<file path="src/rtl/iir_chan_sched.sv">
// Round-robin time-multiplexed first-order shift-add IIR: y = x + 3/4 x[n-1] + 9/16 y[n-1].
// Per-channel filter state lives in register arrays; results leave tagged with their channel.
module iir_chan_sched #(
   parameter int W  = 14,
   parameter int CH = 4,
   parameter int CW = 2
) (
   input  logic                  clk,
   input  logic                  reset,
   input  logic [CH-1:0]         s_valid,
   output logic [CH-1:0]         s_ready,
   input  logic [CH*(W+1)-1:0]   s_data,
   input  logic [CH-1:0]         clr,
   output logic                  m_valid,
   input  logic                  m_ready,
   output logic [W:0]            m_data,
   output logic [CW-1:0]         m_ch
);

   logic                 adv_s;
   logic                 found_s;
   logic                 hs_s;
   logic [CW-1:0]        grant_s;
   logic [CW-1:0]        ptr_nxt_s;
   logic [CW:0]          idx_s;
   logic [CH-1:0]        s_ready_s;
   logic signed [W:0]    sample_s;
   logic signed [W:0]    xp_s;
   logic signed [W:0]    yp_s;
   logic signed [W:0]    x3_s;
   logic signed [W:0]    y9_s;
   logic signed [W:0]    y_s;

   logic [CW-1:0]        ptr_r;
   logic                 v1_r;
   logic signed [W:0]    x_r;
   logic [CW-1:0]        ch_r;
   logic                 m_valid_r;
   logic [W:0]           m_data_r;
   logic [CW-1:0]        m_ch_r;
   logic signed [W:0]    x_prev_r [CH];
   logic signed [W:0]    y_prev_r [CH];

   assign adv_s   = !m_valid_r || m_ready;
   assign hs_s    = found_s && adv_s && reset;
   assign s_ready = s_ready_s;
   assign m_valid = m_valid_r;
   assign m_data  = m_data_r;
   assign m_ch    = m_ch_r;

   // rotating-priority search over s_valid starting at the pointer
   always_comb begin
      found_s = 1'b0;
      grant_s = '0;
      idx_s   = '0;
      for (int k = 0; k < CH; k++) begin
         idx_s = {1'b0, ptr_r} + (CW+1)'(k);
         if (idx_s >= (CW+1)'(CH)) begin
            idx_s = idx_s - (CW+1)'(CH);
         end else begin
            idx_s = idx_s;
         end
         if (!found_s && s_valid[idx_s[CW-1:0]]) begin
            found_s = 1'b1;
            grant_s = idx_s[CW-1:0];
         end else begin
            found_s = found_s;
         end
      end
   end

   // grant one-hot ready, granted sample mux and next pointer
   always_comb begin
      s_ready_s = '0;
      sample_s  = '0;
      if (hs_s) begin
         s_ready_s[grant_s] = 1'b1;
      end else begin
         s_ready_s = '0;
      end
      for (int i = 0; i < CH; i++) begin
         if (grant_s == CW'(i)) begin
            sample_s = s_data[i*(W+1) +: (W+1)];
         end else begin
            sample_s = sample_s;
         end
      end
      if (grant_s == CW'(CH-1)) begin
         ptr_nxt_s = '0;
      end else begin
         ptr_nxt_s = grant_s + CW'(1);
      end
   end

   // shift-add filter datapath; all sums wrap at W+1 bits
   always_comb begin
      xp_s = x_prev_r[ch_r];
      yp_s = y_prev_r[ch_r];
      x3_s = (xp_s >>> 1) + (xp_s >>> 2);
      y9_s = (yp_s >>> 1) + (yp_s >>> 4);
      y_s  = x_r + x3_s + y9_s;
   end

   // round-robin pointer
   always_ff @(posedge clk) begin
      if (!reset) begin
         ptr_r <= '0;
      end else if (hs_s) begin
         ptr_r <= ptr_nxt_s;
      end
   end

   // stage 1: accepted sample and its channel
   always_ff @(posedge clk) begin
      if (!reset) begin
         v1_r <= 1'b0;
         x_r  <= '0;
         ch_r <= '0;
      end else if (hs_s) begin
         v1_r <= 1'b1;
         x_r  <= sample_s;
         ch_r <= grant_s;
      end else if (adv_s) begin
         v1_r <= 1'b0;
      end
   end

   // output register
   always_ff @(posedge clk) begin
      if (!reset) begin
         m_valid_r <= 1'b0;
         m_data_r  <= '0;
         m_ch_r    <= '0;
      end else if (adv_s && v1_r) begin
         m_valid_r <= 1'b1;
         m_data_r  <= y_s;
         m_ch_r    <= ch_r;
      end else if (adv_s) begin
         m_valid_r <= 1'b0;
      end
   end

   // per-channel state; a clear beats a same-edge write-back
   always_ff @(posedge clk) begin
      for (int i = 0; i < CH; i++) begin
         if (!reset || clr[i]) begin
            x_prev_r[i] <= '0;
            y_prev_r[i] <= '0;
         end else if (adv_s && v1_r && (ch_r == CW'(i))) begin
            x_prev_r[i] <= x_r;
            y_prev_r[i] <= y_s;
         end
      end
   end

endmodule

</file>
<file path="config.mk">
export PLATFORM = sky130hd
export DESIGN_NAME = iir_chan_sched
export DESIGN_NICKNAME = d
export VERILOG_FILES = /design/src/rtl/iir_chan_sched.sv
export SDC_FILE = /design/constraint.sdc
export NUM_CORES = 1
export LEC_CHECK = 0
export CORE_MARGIN = 2
export CORE_UTILIZATION = 30
export CTS_CLUSTER_DIAMETER = 150
export DETAILED_ROUTE_END_ITERATION = 8
export SYNTH_ARGS = -nofsm -noshare
export SYNTH_HDL_FRONTEND = slang
export SYNTH_SLANG_ARGS = --single-unit
</file>
<file path="constraint.sdc">
create_clock -name clk -period 10.05 [get_ports clk]
set_clock_uncertainty 0.1 [all_clocks]
set_input_delay 2.01 -clock clk [delete_from_list [all_inputs] [get_ports clk]]
set_output_delay 2.01 -clock clk [all_outputs]
set_load 0.1 [all_outputs]
</file>
==> impl_metrics.toml, run 1 <==
[synthesis]
synth_cells = 776
synthAdderAreaFrac_pct = 11.9
muxShareOfSynthArea_pct = 7.49
synthFlopType = "edfxtp_1"
yosysTopAreaCell = "edfxtp_1"
yosysTopAreaCellShare_pct = 39.2
synth_xor_area_share_pct = 1.11
synth-edff-count = 112
synth_top_family_by_area = "simple AND/OR/NAND/NOR gates"
synth_seq_area_share_pct = 48.6
synth_seq_cells = 152
synthDistinctLibCells = 53
synthTopCellsByArea = "edfxtp_1 39%, dfxtp_1 9.3%, fa_1 8.9%"
synthSimpleGateAreaFrac_pct = 12.7
avgSynthCellArea_sq_um = 11.0
ys.warnings.count = 0
syn_nets = 906
synth-compound-area-share_pct = 11.1
synth_most_common_cell = "inv_1"
synthTopCellsByCount = "117 x inv_1, 112 x edfxtp_1, 106 x nor2_1"
synth_area_sq_um = 8570
postSynth.asyncResetShare_pct = 0

[clock_tree]
cts_root_buf = "clkbuf_16"
clk_pin_slew_worst_paths_ns = 0.07
htree_levels = 4
worstSkewPairLatency_ns = 0.42
tritoncts = "yes"
cts_buffers = 17
post_cts_buffers = 0
cts.sinks = 152
postCtsHoldBufs = 0
cts_resized = 0
clockBufferDepth = 2

[timing]
setup_viol = 0
drv_slew = 0
relSlewSlack_pct = 21.6
tightestPinTransition_ns = 1.18
hold_viol = 0
setup-tns-final_ns = 0
hold-worst-slack_ns = 0.369
fin_crit_ns = 7.32
fmax_ghz = 0.137
rsz0062_at_grt = "false"
period_share_pct = 72.9

[detailed_routing]
dr.first_iter.drc_count = 387
finalWirelength_um = 20200
viasPerCell = 4.80
vias = 5981
route.detailed.wl_per_inst_um = 16.2
ant_nets = 0
drc = 0
firstDrtPassIters = 5

[worst_setup_path]
worstSetupPathType = "in2out"
crit_path_end_kind = "output port"
worstPathMaxFanout = 17
slowest_stage = "clkdlybuf4s50_1"
startpoint_type = "input port"
cp.arrival_ns = 5.21
path_cells = "clkdlybuf4s50_1, inv_1, a221oi_1, o32ai_1, nand2b_1, inv_1, ha_1, and2_1, clkdlybuf4s50_1"
worstPathRequired_ns = 7.94
worst_path_largest_cell_delay_ns = 1.12

[global_route]
grt_pass1_vias = 6100
grt_start_max_net_pins = 54
antenna_found_initial = 0
grt_pass1_wl_um = 32500
track_usage_pct = 13.9
grt-ovfl-total = 0

[layout]
nFillCells = 2777
final_nets = 985
final-seq-area_sq_um = 4170
area_growth_pct = 23.0
diodes = 0
final_layout_size_suffix_gt1_share_pct = 8.76
multi_input_area_sq_um = 3810

[power_and_ir_drop]
power_leakage_uw = 0.00432
p_per_area_nw_per_um2 = 264
worst_ir_drop_vdd_v = 0.000179

[placement]
hpwl_um = 13700
gp_congestion = 0.806
io_buffers = 92

[floorplanning]
fp.dieH_um = 173
initial_core_util_pct = 30.7
rows = 61
io_pins = 93
fp.coreArea_sq_um = 27900
fp.dieArea_sq_um = 29900
chipWidth_um = 173

[hold_path]
min_path_type = "reg2reg"

[run]
max-cap-violations = 0

[outcome]
status = "complete, no violations"
## flip-flops by register name, indices dropped and copies added (netlist names), named ones only
signal	cells
m_data	15
m_valid	1
x_prev_r	56
x_r	15
v1_r	1
ch_r	2
y_prev_r	56
m_ch	2
ptr_r	2
## final timing paths
check              from               to  slack, ns  cells past startpoint
max          s_valid[1]       s_ready[1]       2.73                      9
min reg2reg   m_data[1]        m_data[1]       0.37                      2
min           m_data[1]        m_data[1]       0.37                      2
max reg2reg        flop  y_prev_r[0][13]       4.53                     16
## critical path, delay by kind of cell
| family | cells | cell delay [ns] |
|---|---|---|
| adders and majority gates | 1 | 0.52 |
| AOI/OAI and AO/OA | 2 | 0.40 |
| and+or+nand+nor | 2 | 0.43 |
| buffers and inverters | 4 | 1.84 |
## through the flow
step           power, uW  worst slack [ns]  std cells  instance area [sq um]  util, %
2_1_floorplan       1740              3.55        776                   8570        -
3_3_place_gp        2070              2.83       1214                   9890     35.4
3_5_place_dp        2080              2.72       1214                   9890     35.4
4_1_cts             2800              2.72       1246                  10500     37.7
5_1_grt             2970              2.44       1246                  10500     37.7
6_report            2780              2.73       1246                  10500     37.7
## power breakdown
part | leakage, uW | switching [uW] | internal [uW]
logic | 0.00242 | 852 | 439
registers | 0.00159 | 31.6 | 745
clock network | 0.000311 | 261 | 450
total | 0.00432 | 1140 | 1630
## routing by layer
| metal | GRT usage, % | wire length (um) |
|---|---|---|
| met2 | 23.4 | 10200 |
| met5 | 0 | 0 |
| met4 | 4.77 | 363 |
| met3 | 2.70 | 946 |
| met1 | 18.0 | 8760 |
## cell usage in the layout, fill, tap and decap left out, drive strengths merged, types with 7 or more instances in the layout
cell type      netlist  routed
nor3b                9       9
o211a               18      18
and2                28      28
nor3                 7       7
buf                  8      12
nor2               106     106
o211ai              17      17
nor2b               11      11
dfxtp               40      40
nand2               39      39
o21ai               22      22
a22oi               16      16
a21oi               33      33
nand3                7       7
inv                117     120
fa                  38      38
edfxtp             112     112
clkdlybuf4s50        0      91
mux4                28      28
clkbuf              35      19
ha                  21      21
## cell families after synthesis
family | Yosys count
AO/OA/AOI/OAI | 137
multiplexers | 28
flip-flops | 152
adder cells (fa/ha/maj) | 59
buffers and inverters | 160
XOR/XNOR | 10
AND/OR/NAND/NOR | 230
## area by class of cell
cell class,instances,share of cell area (%)
Clock inverter,13,2.05
Multi-Input combinational cell,464,36.1
Inverter,117,4.16
Sequential cell,152,39.5
Tap cell,378,4.49
Clock buffer,19,4.20
Timing Repair Buffer,103,9.47
(Power assumes the default switching activity.)
==> inputs of run 2 (changes only) <==
==> constraint.sdc (replaced) <==
create_clock -name clk -period 7.1 [get_ports clk]
set_clock_uncertainty 0.1 [all_clocks]
set_input_delay 1.42 -clock clk [delete_from_list [all_inputs] [get_ports clk]]
set_output_delay 1.42 -clock clk [all_outputs]
set_load 0.1 [all_outputs]
==> run 2 against run 1 <==
Flip-flop and latch count unchanged. Critical endpoint is now y_prev_r[2][13]. Critical path depth grew 6. First-iteration DRC count grew 4.4%. Via count fell by 2.2%. Critical path type is now reg2reg. Hold slack better by 0.0014 ns. Count of clock-buffer cells in the layout is 1 higher.
==> impl_metrics.toml, run 2 (synthesis gave the netlist of run 1 again) <==
[floorplanning]
fp.dieArea_sq_um = 29900
initial_core_util_pct = 30.7
fp.dieH_um = 173
rows = 61
chipWidth_um = 173
io_pins = 93
fp.coreArea_sq_um = 27900

[global_route]
grt_start_max_net_pins = 54
track_usage_pct = 14.3
grt-ovfl-total = 0
antenna_found_initial = 0
grt_pass1_vias = 6235
grt_pass1_wl_um = 33400

[worst_setup_path]
worstPathMaxFanout = 23
worstSetupPathType = "reg2reg"
endpoint = "y_prev_r[2][13]"
worstPathRequired_ns = 7.13
startpoint_type = "flop"
crit_path_end_kind = "flop"
reg2reg_to = "y_prev_r[2][13]"
rrSetupSlack_ns = 1.61
ff2ff_path_depth = 15
cp.arrival_ns = 5.52

[power_and_ir_drop]
clkPwrFrac_pct = 23.4
seq_power_share_pct = 29.0
switching_share_pct = 42.9
p_int_uw = 2190
power_leakage_uw = 0.00430
p_switching_uw = 1640
p_per_area_nw_per_um2 = 366
worst_ir_drop_vdd_v = 0.000245
combinationalPowerShare_pct = 47.6

[run]
max-cap-violations = 0

[clock_tree]
cts.sinks = 152
cts_buffers = 17
tritoncts = "yes"
cts_root_buf = "clkbuf_16"
clk_pin_slew_worst_paths_ns = 0.07
worstSkewPairLatency_ns = 0.43
cts_resized = 0
post_cts_buffers = 0
clockBufferDepth = 2
htree_levels = 4
postCtsHoldBufs = 0

[detailed_routing]
route.met3.wl_um = 1080
vias = 5849
wl_met2_um = 10200
viasPerCell = 4.69
routedLengthMet1_um = 8970
finalWirelength_um = 20500
route.detailed.wl_per_inst_um = 16.4
ant_nets = 0
maxUsedRoutingLayer = "met4"
dr.first_iter.drc_count = 404
drc = 0
firstDrtPassIters = 5

[timing]
setup_viol = 0
hold_viol = 0
fmax_ghz = 0.182
setup-tns-final_ns = 0
rsz0062_at_grt = "false"
fin_crit_ns = 5.49
tightestPinTransition_ns = 1.21
drv_slew = 0
relSlewSlack_pct = 19.1
period_share_pct = 77.3

[layout]
top_regs = "x_prev_r (56), y_prev_r (56)"
final_common_cell = "inv_1"
final_layout_size_suffix_gt1_share_pct = 9.33
area_growth_pct = 22.1
layout_common_cells = "117 x inv_1, 112 x edfxtp_1, 106 x nor2_1"
diodes = 0
nFillCells = 2790
fin_util_pct = 37.5
final_nets = 985

[outcome]
status = "complete, no violations"

[placement]
io_buffers = 92
hpwl_um = 14000
gp_congestion = 0.814

[hold_path]
min_path_type = "reg2reg"
hold_path_depth = 2
[run 2: cell count changes in the layout (fill, tap and decap cells not counted)]
| cell | change |
|---|---|
| inv_8 | +2 |
| clkdlybuf4s50_1 | -4 |
| buf_4 | +4 |
| clkbuf_16 | +2 |
| inv_6 | +2 |
| bufinv_16 | -5 |
| clkinv_4 | -1 |
| clkbuf_1 | -1 |
| clkinv_2 | +1 |
[run 2: final cells by class]
cell class | instances | area, sq um | share of cell area, %
clock buffer | 20 | 489 | 4.67
multi-input combinational | 464 | 3810 | 36.4
sequential | 152 | 4170 | 39.8
timing repair buffer | 103 | 988 | 9.44
tap | 378 | 473 | 4.52
clock inverter | 12 | 103 | 0.980
inverter | 117 | 439 | 4.20
[run 2: worst max-delay path: stages (launching register included)]
cell      delay, ns
dfxtp_2        0.88
mux4_2         0.60
inv_1          0.14
fa_1           0.43
inv_1          0.09
fa_1           0.42
fa_1           0.53
ha_1           0.19
inv_1          0.06
fa_1           0.39
nor2b_1        0.16
o21a_1         0.16
o21ai_0        0.18
a211oi_1       0.51
o31ai_1        0.17
nor3b_1        0.17
[run 2: through the flow]
stage / std cells / worst slack, ns / hold slack (ns) / total power [uW] / area, sq um
2_1_floorplan: 776 / 1.19 / 0.364 / 2460 / 8570
3_3_place_gp: 1214 / 1.67 / 0.355 / 2940 / 9880
3_5_place_dp: 1214 / 1.61 / 0.361 / 2960 / 9880
4_1_cts: 1246 / 1.56 / 0.374 / 3860 / 10500
5_1_grt: 1246 / 1.18 / 0.398 / 4110 / 10500
6_report: 1246 / 1.61 / 0.370 / 3830 / 10500
[run 2: how the worst min path moves through the flow]
stage                     startpoint        end  slack, ns
after floorplan                 v1_r    m_valid       0.36
after global placement     m_data[1]  m_data[1]       0.35
after detailed placement   m_data[1]  m_data[1]       0.36
after CTS                  m_data[1]  m_data[1]       0.37
after global routing       m_data[1]  m_data[1]       0.40
final                      m_data[1]  m_data[1]       0.37
[run 2: power groups by stage]
stage	registers, uW	clock network (uW)	logic (uW)
final	1110	896	1820
after CTS	1110	910	1840
after global routing	1120	949	2040
after floorplan	1340	0	1130
after global placement	1130	0	1810
after detailed placement	1130	0	1830
[run 2: layer usage]
| metal | vias to the layer above | global-route usage (%) |
|---|---|---|
| li1 | 2836 | - |
| met1 | 2868 | 18.2 |
| met2 | 132 | 24.4 |
| met3 | 13 | 3.01 |
| met4 | 0 | 4.38 |
| met5 | - | 0 |
==> inputs of run 3 (changes only) <==
==> constraint.sdc (replaced) <==
create_clock -name clk -period 5.7 [get_ports clk]
set_clock_uncertainty 0.1 [all_clocks]
set_input_delay 1.14 -clock clk [delete_from_list [all_inputs] [get_ports clk]]
set_output_delay 1.14 -clock clk [all_outputs]
set_load 0.1 [all_outputs]
==> run 3 against run 2 <==
Combinational power up 27%. Clock power up 34%. Flip-flop and latch count unchanged. Wire length up 1.3%. Non-clock buffer count up 4. Final area up 0.98%. Utilization up 0.37 points. Global-route usage up 0.22 points. Die area unchanged. Critical endpoint unchanged.
==> impl_metrics.toml, run 3 (synthesis gave the netlist of run 1 again) <==
[layout]
final_layout_size_suffix_gt1_share_pct = 9.63
nFillCells = 2766
final_common_cell = "inv_1"
layout_common_cells = "117 x inv_1, 112 x edfxtp_1, 106 x nor2_1"
area_growth_pct = 23.3
top_regs = "x_prev_r (56), y_prev_r (56)"
diodes = 0
final_nets = 989

[clock_tree]
cts.sinks = 152
tritoncts = "yes"
cts_buffers = 17
htree_levels = 4
worstSkewPairLatency_ns = 0.43
postCtsHoldBufs = 0
clk_pin_slew_worst_paths_ns = 0.06
cts_resized = 0
cts_root_buf = "clkbuf_16"
post_cts_buffers = 0
clockBufferDepth = 2

[run]
max-cap-violations = 0

[worst_setup_path]
startpoint_type = "flop"
cp.arrival_ns = 5.34
cpMostUsedCell = "fa_1"
worst_path_largest_cell_delay_ns = 0.72
worstPathMaxFanout = 12
worstSetupPathType = "reg2reg"
crit_buf_inv = 4
crit_path_end_kind = "flop"
cp_top_family = "adder cells"
worstPathRequired_ns = 5.74
path_cells = "buf_4, mux4_2, inv_1, fa_1, inv_1, fa_1, fa_1, ha_1, inv_1, fa_1, nor2b_1, o21a_1, o21ai_0, a211oi_1, o31ai_1, nor3b_1"
slowest_stage = "dfxtp_1"

[timing]
tightestPinTransition_ns = 1.14
period_share_pct = 93.0
fmax_ghz = 0.189
hold-worst-slack_ns = 0.367
relSlewSlack_pct = 24.1
fin_crit_ns = 5.30
hold_viol = 0
setup-tns-final_ns = 0
drv_slew = 0
setup_viol = 0
rsz0062_at_grt = "false"

[power_and_ir_drop]
worst_ir_drop_vdd_v = 0.000281
power_leakage_uw = 0.00435
p_per_area_nw_per_um2 = 463

[detailed_routing]
viasPerCell = 4.77
routedLengthMet1_um = 9220
finalWirelength_um = 20700
wl_met2_um = 10400
firstDrtPassIters = 5
drc = 0
route.detailed.wl_per_inst_um = 16.6
ant_nets = 0
vias = 5962
maxUsedRoutingLayer = "met4"
route.met3.wl_um = 793
dr.first_iter.drc_count = 397

[hold_path]
min_path_type = "reg2reg"

[placement]
gp_congestion = 0.802
io_buffers = 92
hpwl_um = 14700

[global_route]
grt_pass1_wl_um = 33700
grt_start_max_net_pins = 53
grt_pass1_vias = 6169
track_usage_pct = 14.5
grt-ovfl-total = 0
antenna_found_initial = 0

[floorplanning]
fp.dieArea_sq_um = 29900
fp.dieH_um = 173
initial_core_util_pct = 30.7
fp.coreArea_sq_um = 27900
rows = 61
chipWidth_um = 173
io_pins = 93

[outcome]
status = "complete, no violations"
run 3: final cells by class:
type                    instances  area (sq um)  share of cell area, %
clock buffers                  18           429                   4.06
clock inverters                14           198                   1.87
inverters                     117           439                   4.15
multi-input cells             464          3810                   36.0
flip-flops and latches        152          4170                   39.4
well taps                     378           473                   4.47
repair buffers                107          1060                   9.99
run 3: where the power goes:
group          switching, uW  leakage [uW]  internal (uW)
combinational           1510       0.00246            805
clock                    465      0.000301            736
sequential              58.2       0.00159           1310
run 3: worst reg2reg max path: cells and delay by family, from the launching register on:
kind            cells  cell delay (ns)
compound gates      4             1.09
simple gates        2             0.32
buf+inv             4             0.54
mux                 1             0.31
flops               1             0.72
fa+ha+maj           5             1.93
run 3: per-stage QoR:
stage	cells	worst slack [ns]	utilization [%]	total power [uW]	instance area (sq um)
final	1250	0.398	37.8	4890	10600
after global routing	1250	0.00674	37.8	5230	10600
after CTS	1250	0.426	37.8	4920	10600
after detailed placement	1218	0.444	35.6	3720	9940
after global placement	1218	0.615	35.6	3700	9940
after floorplan	776	0.0684	-	3070	8570
run 3: metal layers:
metal,global-route usage (%),vias up
met2,24.8,153
li1,-,2854
met5,0,-
met1,18.6,2934
met4,4.80,0
met3,2.57,21
run 3: worst paths after layout:
path / end / startpoint / cells after the start / slack [ns]
hold / removal: m_ch[1] / m_ch[1] / 2 / 0.37
setup reg to reg: y_prev_r[2][13] / flop / 16 / 0.40
hold reg to reg: m_ch[1] / m_ch[1] / 2 / 0.37
setup / recovery: y_prev_r[2][13] / flop / 16 / 0.40
